## config.mk

```make
export PLATFORM = sky130hd
export DESIGN_NAME = jtdsp16_do_cache
export DESIGN_NICKNAME = d
export VERILOG_FILES = /design/src/rtl/jtdsp16_do_cache.sv
export SDC_FILE = /design/constraint.sdc
export NUM_CORES = 1
export LEC_CHECK = 0
export BUFFER_PORTS_ARGS = -buffer_cell sky130_fd_sc_hd__buf_2
export CAP_MARGIN = 20
export CORE_UTILIZATION = 48
export CTS_CLUSTER_DIAMETER = 60
export DETAILED_ROUTE_END_ITERATION = 12
export GPL_TIMING_DRIVEN = 0
export PLACE_DENSITY_LB_ADDON = 0.3
export SLEW_MARGIN = 20
export SYNTH_ARGS = -nofsm -noshare
export SYNTH_HDL_FRONTEND = slang
export SYNTH_SLANG_ARGS = --single-unit
```

## constraint.sdc

```tcl
create_clock -name clk -period 2.75 [get_ports clk]
set_input_delay 0.55 -clock clk [delete_from_list [all_inputs] [get_ports clk]]
set_output_delay 0.55 -clock clk [all_outputs]
set_load 0.1 [all_outputs]
```

## src/rtl/jtdsp16_do_cache.sv

```systemverilog
// Loop-body instruction cache for DSP16 do/redo loops.
// Captures N ROM words on the first pass, then replays them with the ROM port idle.
module jtdsp16_do_cache #(
    parameter int unsigned DEPTH = 15
) (
    input  logic        clk,
    input  logic        rst,
    input  logic        cen,
    input  logic        do_start,
    input  logic [10:0] do_data,
    input  logic        do_en,
    input  logic        do_flush,
    input  logic        pc_halt,
    input  logic [15:0] rom_data,
    output logic [15:0] instr,
    output logic        rom_cs,
    output logic        hit,
    output logic [3:0]  debug_len
);

    localparam int unsigned DW = 16;
    localparam int unsigned PW = 4;
    localparam int unsigned KW = 7;

    typedef enum logic [1:0] {
        IDLE   = 2'd0,
        FILL   = 2'd1,
        REPLAY = 2'd2
    } state_t;

    state_t        state, state_nx;
    logic [PW-1:0] len, len_nx;
    logic [PW-1:0] wr_ptr, wr_nx;
    logic [PW-1:0] rd_ptr, rd_nx;
    logic [PW-1:0] len_last;
    logic [PW-1:0] do_n;
    logic          k_one;
    logic          mem_we;
    logic          rom_cs_nx;
    logic          hit_nx;
    logic [DW-1:0] mem [DEPTH];

    assign do_n      = do_data[10:7];
    assign k_one     = (do_data[6:0] == KW'(1));
    assign len_last  = PW'(len - PW'(1));
    assign debug_len = len;

    // State and pointer registers
    always_ff @(posedge clk) begin
        if (rst) begin
            state  <= IDLE;
            len    <= '0;
            wr_ptr <= '0;
            rd_ptr <= '0;
            rom_cs <= 1'b1;
            hit    <= 1'b0;
        end else if (cen) begin
            state  <= state_nx;
            len    <= len_nx;
            wr_ptr <= wr_nx;
            rd_ptr <= rd_nx;
            rom_cs <= rom_cs_nx;
            hit    <= hit_nx;
        end
    end

    // Cache storage; contents survive flushes so redo can replay them
    always_ff @(posedge clk) begin
        if (!rst && cen && mem_we) begin
            mem[wr_ptr] <= rom_data;
        end
    end

    // Next state: new do > redo > abort > stall > normal fill/replay progress
    always_comb begin
        state_nx = state;
        len_nx   = len;
        wr_nx    = wr_ptr;
        rd_nx    = rd_ptr;
        mem_we   = 1'b0;
        if (do_start && (do_n != '0)) begin
            len_nx   = do_n;
            wr_nx    = '0;
            rd_nx    = '0;
            state_nx = (do_n == PW'(1) && k_one) ? IDLE : FILL;
        end else if (do_start) begin
            if (len != '0) begin
                state_nx = REPLAY;
                rd_nx    = '0;
            end
        end else if (state != IDLE && !do_en) begin
            state_nx = IDLE;
        end else if (!pc_halt) begin
            case (state)
                FILL: begin
                    mem_we = 1'b1;
                    wr_nx  = PW'(wr_ptr + PW'(1));
                    if (wr_ptr == len_last) begin
                        rd_nx    = '0;
                        state_nx = do_flush ? IDLE : REPLAY;
                    end
                end
                REPLAY: begin
                    if (do_flush) begin
                        state_nx = IDLE;
                        rd_nx    = '0;
                    end else begin
                        rd_nx = (rd_ptr == len_last) ? '0 : PW'(rd_ptr + PW'(1));
                    end
                end
                default: ;
            endcase
        end
    end

    // Outputs: instr is a zero-latency mux, rom_cs/hit track the state being entered
    always_comb begin
        instr     = rom_data;
        rom_cs_nx = (state_nx != REPLAY);
        hit_nx    = (state_nx == REPLAY);
        if (state == REPLAY) begin
            instr = mem[rd_ptr];
        end
    end

endmodule

```

# Yosys cells after proc, flatten, opt, wreduce, memory -nomap -nowiden
# Memory sizes are Yosys's and may differ from the RTL's. A register that Yosys moved wholly into a read port is not among the register bits.
# Cells that the tools add are included.
op_classes:
  add_sub_neg: 3
  eq_ne: 15
  n_mux: 34
  n_reduce_logical: 15
op_table:
  columns: ["operator", "count"]
  rows:
  - ["two-way mux 4 bit", 15]
  - ["two-way mux 16 bit", 1]
  - ["two-way mux 2 bit", 8]
  - ["nonzero test 4 bit", 3]
  - ["adder 4 x 1 -> 4 bit, second input constant", 2]
  - ["== test 4 bit", 2]
  - ["two-way mux 1 bit", 8]
  - ["one-hot mux 4 bit (2 select lines)", 1]
  - ["== test 7 x 1 -> 1 bit, second input constant", 1]
  - ["AND reduction 6 bit", 1]
  - ["logical AND 1 bit", 5]
  - ["AND reduction 5 bit", 1]
  - ["== test 2 bit, second input constant", 2]
  - ["== test 4 x 1 -> 1 bit, second input constant", 1]
  - ["!= test 2 x 1 -> 1 bit, second input constant", 2]
  - ["!= test 2 bit, second input constant", 2]
  - ["!= test 4 bit, second input constant", 1]
  - ["one-hot mux 2 bit (2 select lines)", 1]
  - ["nonzero test 2 bit", 2]
  - ["subtractor 4 x 1 -> 4 bit, second input constant", 1]
  - ["!= test 3 x 1 -> 1 bit, second input constant", 1]
  - ["!= test 3 x 2 -> 1 bit, second input constant", 1]
  - ["!= test 3 bit, second input constant", 1]
  - ["== test 2 x 1 -> 1 bit, second input constant", 1]
  - ["2 further kinds", 3]
totals:
  register_bits: 16
  mem_bits_rw: 240
  in_bits: 34
  word_cells: 74
  mem_count: 1
memory_table:
  columns: ["name", "words", "width", "read_ports", "rd_ports_with_merged_regs", "write_ports", "line", "rtl"]
  rows:
  - ["mem", 15, 16, 1, 1, 1, "41", "logic [DW-1:0] mem [DEPTH];"]

# Logic depth before layout (Yosys ltp)
logic_depth:
  depth_word: 11
  ltp_mapped: 8
  depth_no_buf: 7

# Least setup slack after synthesis
# Ideal clock, no wire load.
synth_path:
  path_kind: "input-to-reg"
  start: "input port pc_halt"
  end: "memory mem[2][0] (enable)"
  setup_time_ns: 0.409
  arrival_time_ns: 2.419
  path_slack_ns: -0.078
  path_stages: 5
  path_cell_list: "o21ba_2 and3_1 and3_1 nand2_1 nor3_1"
synth_via:
  elab_chain_cells: 7
synth_lines:
  columns: ["element", "line", "rtl"]
  rows:
  - ["from (decl)", "13", "input logic pc_halt,"]
  - ["two-way mux 1 bit", "93", "end else if (!pc_halt) begin"]
  - ["two-way mux 1 bit", "91", "end else if (state != IDLE && !do_en) begin"]
  - ["two-way mux 1 bit", "86", "end else if (do_start) begin"]
  - ["two-way mux 1 bit", "81", "if (do_start && (do_n != '0)) begin"]
  - ["logical AND 1 bit", "69", "if (!rst && cen && mem_we) begin"]
  - ["two-way mux 1 bit", "69", null]
  - ["two-way mux 1 bit (implied by the code)", "70", "mem[wr_ptr] <= rom_data;"]
  - ["to (decl)", "41", null]
# No other way between the ends.

==> impl_results.md <==
* Min-delay src: do_data[9]
* DP HPWL at about 14 mm
* Status: finished, violations left
* Setup TNS Final at -7.43 ns
* # hold bufs at CTS at 0
* Final period util at 118%
* #FFs+latches synth at 260
* Vias per cell at around 6
* Iter 0 DRT Violations at 545
* Largest net degree at the start of global routing at 17
* Port bufs at 53
* Rows at 53
* Layout cells sized above 1 at 36.3%
* Startpoint class of the critical path: flop
* Synth Warn # at 0
* Most common cell after layout, fill and taps aside: edfxtp_1
* Failing checks: setup timing
* Die ar. at 22700 µm²
* EDFF count, synth at 240
* Antenna Violating Nets Remaining at 0
* Overall Global Routing Usage at between 20% and 30%
* Later-pin clock latency in the skew report at 0.53 ns
* Post-synth ARST share at 0%
* Grt ovf at 0
* Die width at between 150 and 200 µm
* Io pins at 56
* Clock buffer depth at 3
* Sequential fraction of the synthesis area at 71.8%
* First drt pass iteration count at 4
* Initial antenna violation count at 1
* Clk sink count at 260
* Max FO, Critical Path at 5
* Slew headroom at 49.9%
* Syn_nets at 589
* Clock-pin transition on the worst setup and hold timing paths at about 0.060 ns
* Final nets at 694
* Number of max-cap violations at 0
* Min-delay worst type: input port to flop
* Placer Congestion at 0.807
* Layout area overhead at 20.4%
* Core area at between 20000 and 25000 µm²
* Final Skew at 0.0121 ns
* Setup crit end kind: output port
* Htree depth at 1
* Slew Viols, Final at 0
* Final setup fails at 16
* Syn Area/Cell at 19.4 µm²
* Final Hold Fails at 0
* CTS root buf: clkbuf_16
* Leakage at 4.09 nW
* Worst vdd ir at 0.351 mV
* Vias at ~5600
* CTS Buf Count at 26
* DRC errors left at 0
* Ys flop type: edfxtp_1
* Netlist cell types at 51
* Reg2reg start: state[1]
* CTS tree: yes
* Filler cells at ~1500
* Critical path class: flop to output port
* Post-Syn Instances at between 500 and 600
* Placed standard-cell area at 11500 µm²
* Cell area after layout at 12800 µm²
* PwrDens at 641 nW/µm²
* Final min period at about 3.3 ns
* Critical path arrival at 2.70 ns
* Most frequent cells in the layout: edfxtp_1 (240), mux4_2 (64), buf_2 (39)
* Final Routed Wirelength at 23.0 mm
* Initial Util at 49.6%
* First-pass GRT wire length at 34.3 mm
* Peak Freq at 308 MHz
* Data required, critical path at 2.20 ns
* Drt wl/cell at ~24 µm
* Vias in the first global route at 5745
* Die Height at between 150 and 200 µm
* Post-Place Worst Slack at -0.474 ns
* Final hold slack at 0.301 ns
* Mapped Area at between 10000 and 15000 µm²
* Least-Margin Pin Slew at 0.751 ns
* Final worst setup slack at -0.501 ns
* RSZ-0062 raised after global routing: yes
* Inserted Diodes at 0
synth_stat cells, drive strengths merged (2+ instances only):
library cell,count,area (µm²)
edfxtp,240,7210
mux4,64,1440
nand2,24,90.1
nor2,22,82.6
mux2i,21,210
dfxtp,20,400
o21ai,20,100
mux2,17,191
clkbuf,14,60.1
nor3,13,75.1
buf,12,101
inv,12,45.0
ha,9,113
xnor2,8,70.1
a21oi,6,30.0
xor2,4,42.6
a211o,3,26.3
a32o,3,30.0
nor3b,3,22.5
a22oi,2,15.0
a31oi,2,12.5
and3,2,12.5
nand2b,2,12.5
nand3,2,10.0
o21a,2,16.3
logic make-up (layout without fill, tap and decap cells):
kind of cell	count (synthesis)	count (layout)	share of synthesized area (%)
AND/OR/NAND/NOR	78	78	3.63
adder cells (fa/ha/maj)	9	9	1.06
multiplexers	102	102	17.4
buffers and inverters	38	162	1.95
AO/OA/AOI/OAI	46	46	2.87
flip-flops	260	260	71.8
XOR/XNOR	13	13	1.28
report_power, final:
| part | internal, mW | switching (mW) |
|---|---|---|
| Sequential | 4.32 | 0.00945 |
| Combinational | 0.154 | 0.316 |
| Clock | 1.96 | 1.41 |
| Total | 6.44 | 1.74 |
final cells by class:
type,count,area [µm²],area share [%]
flip-flops and latches,260,7610,59.7
multi-input cells,248,2910,22.8
repair buffers,79,773,6.06
clock buffers,35,736,5.77
well taps,275,344,2.70
plain buffers,24,253,1.98
clock inverters,12,87.6,0.686
inverters,12,45.0,0.353
registers in the layout, summed over array words and instances, names as in the netlist, named ones only:
name	cells
hit	1
rom_cs	1
rd_ptr	4
wr_ptr	4
mem	240
state	2
debug_len	4
per-layer routing:
layer	up-vias	GRT usage, %	share of wire, %
met2	220	36.2	51
met4	2	6.72	2.4
li1	2445	-	-
met3	45	2.94	6.8
met1	2848	27.6	39
met5	-	0	0.043
critical path, stage by stage, from the launching register on:
cell and delay, ns:
dfxtp_4 0.38, clkbuf_16 0.17, buf_16 0.13, mux4_2 0.52, mux4_2 0.49, mux2_4 0.31
buf_12 0.17
metrics by stage:
step           total power, mW  util, %  instances
6_report                  8.17     59.8        945
2_1_floorplan             4.70        -        546
5_1_grt                   8.39     59.8        945
4_1_cts                   8.19     58.7        936
3_5_place_dp              4.82     53.7        887
3_3_place_gp              4.81     52.6        874
path summary, 6_finish.rpt:
| path | depth (start not counted) | slack [ns] | endpoint |
|---|---|---|---|
| worst max-delay path | 6 | -0.50 | instr[1] |
| worst min-delay path | 3 | 0.30 | debug_len[2] |
| worst max register to register | 8 | 0.15 | mem[8][5] |
| worst min register to register | 1 | 0.49 | hit |
repair_timing:
action                                  4_1_cts  5_1_grt
endpoints found under the hold margin         0        0
cloned                                        1        2
pin swaps                                     0        4
buffers inserted                              2        8
gates resized for setup                      65       25
endpoints found under the setup margin       16       51
Note: power is estimated with default switching activity, not from simulation.
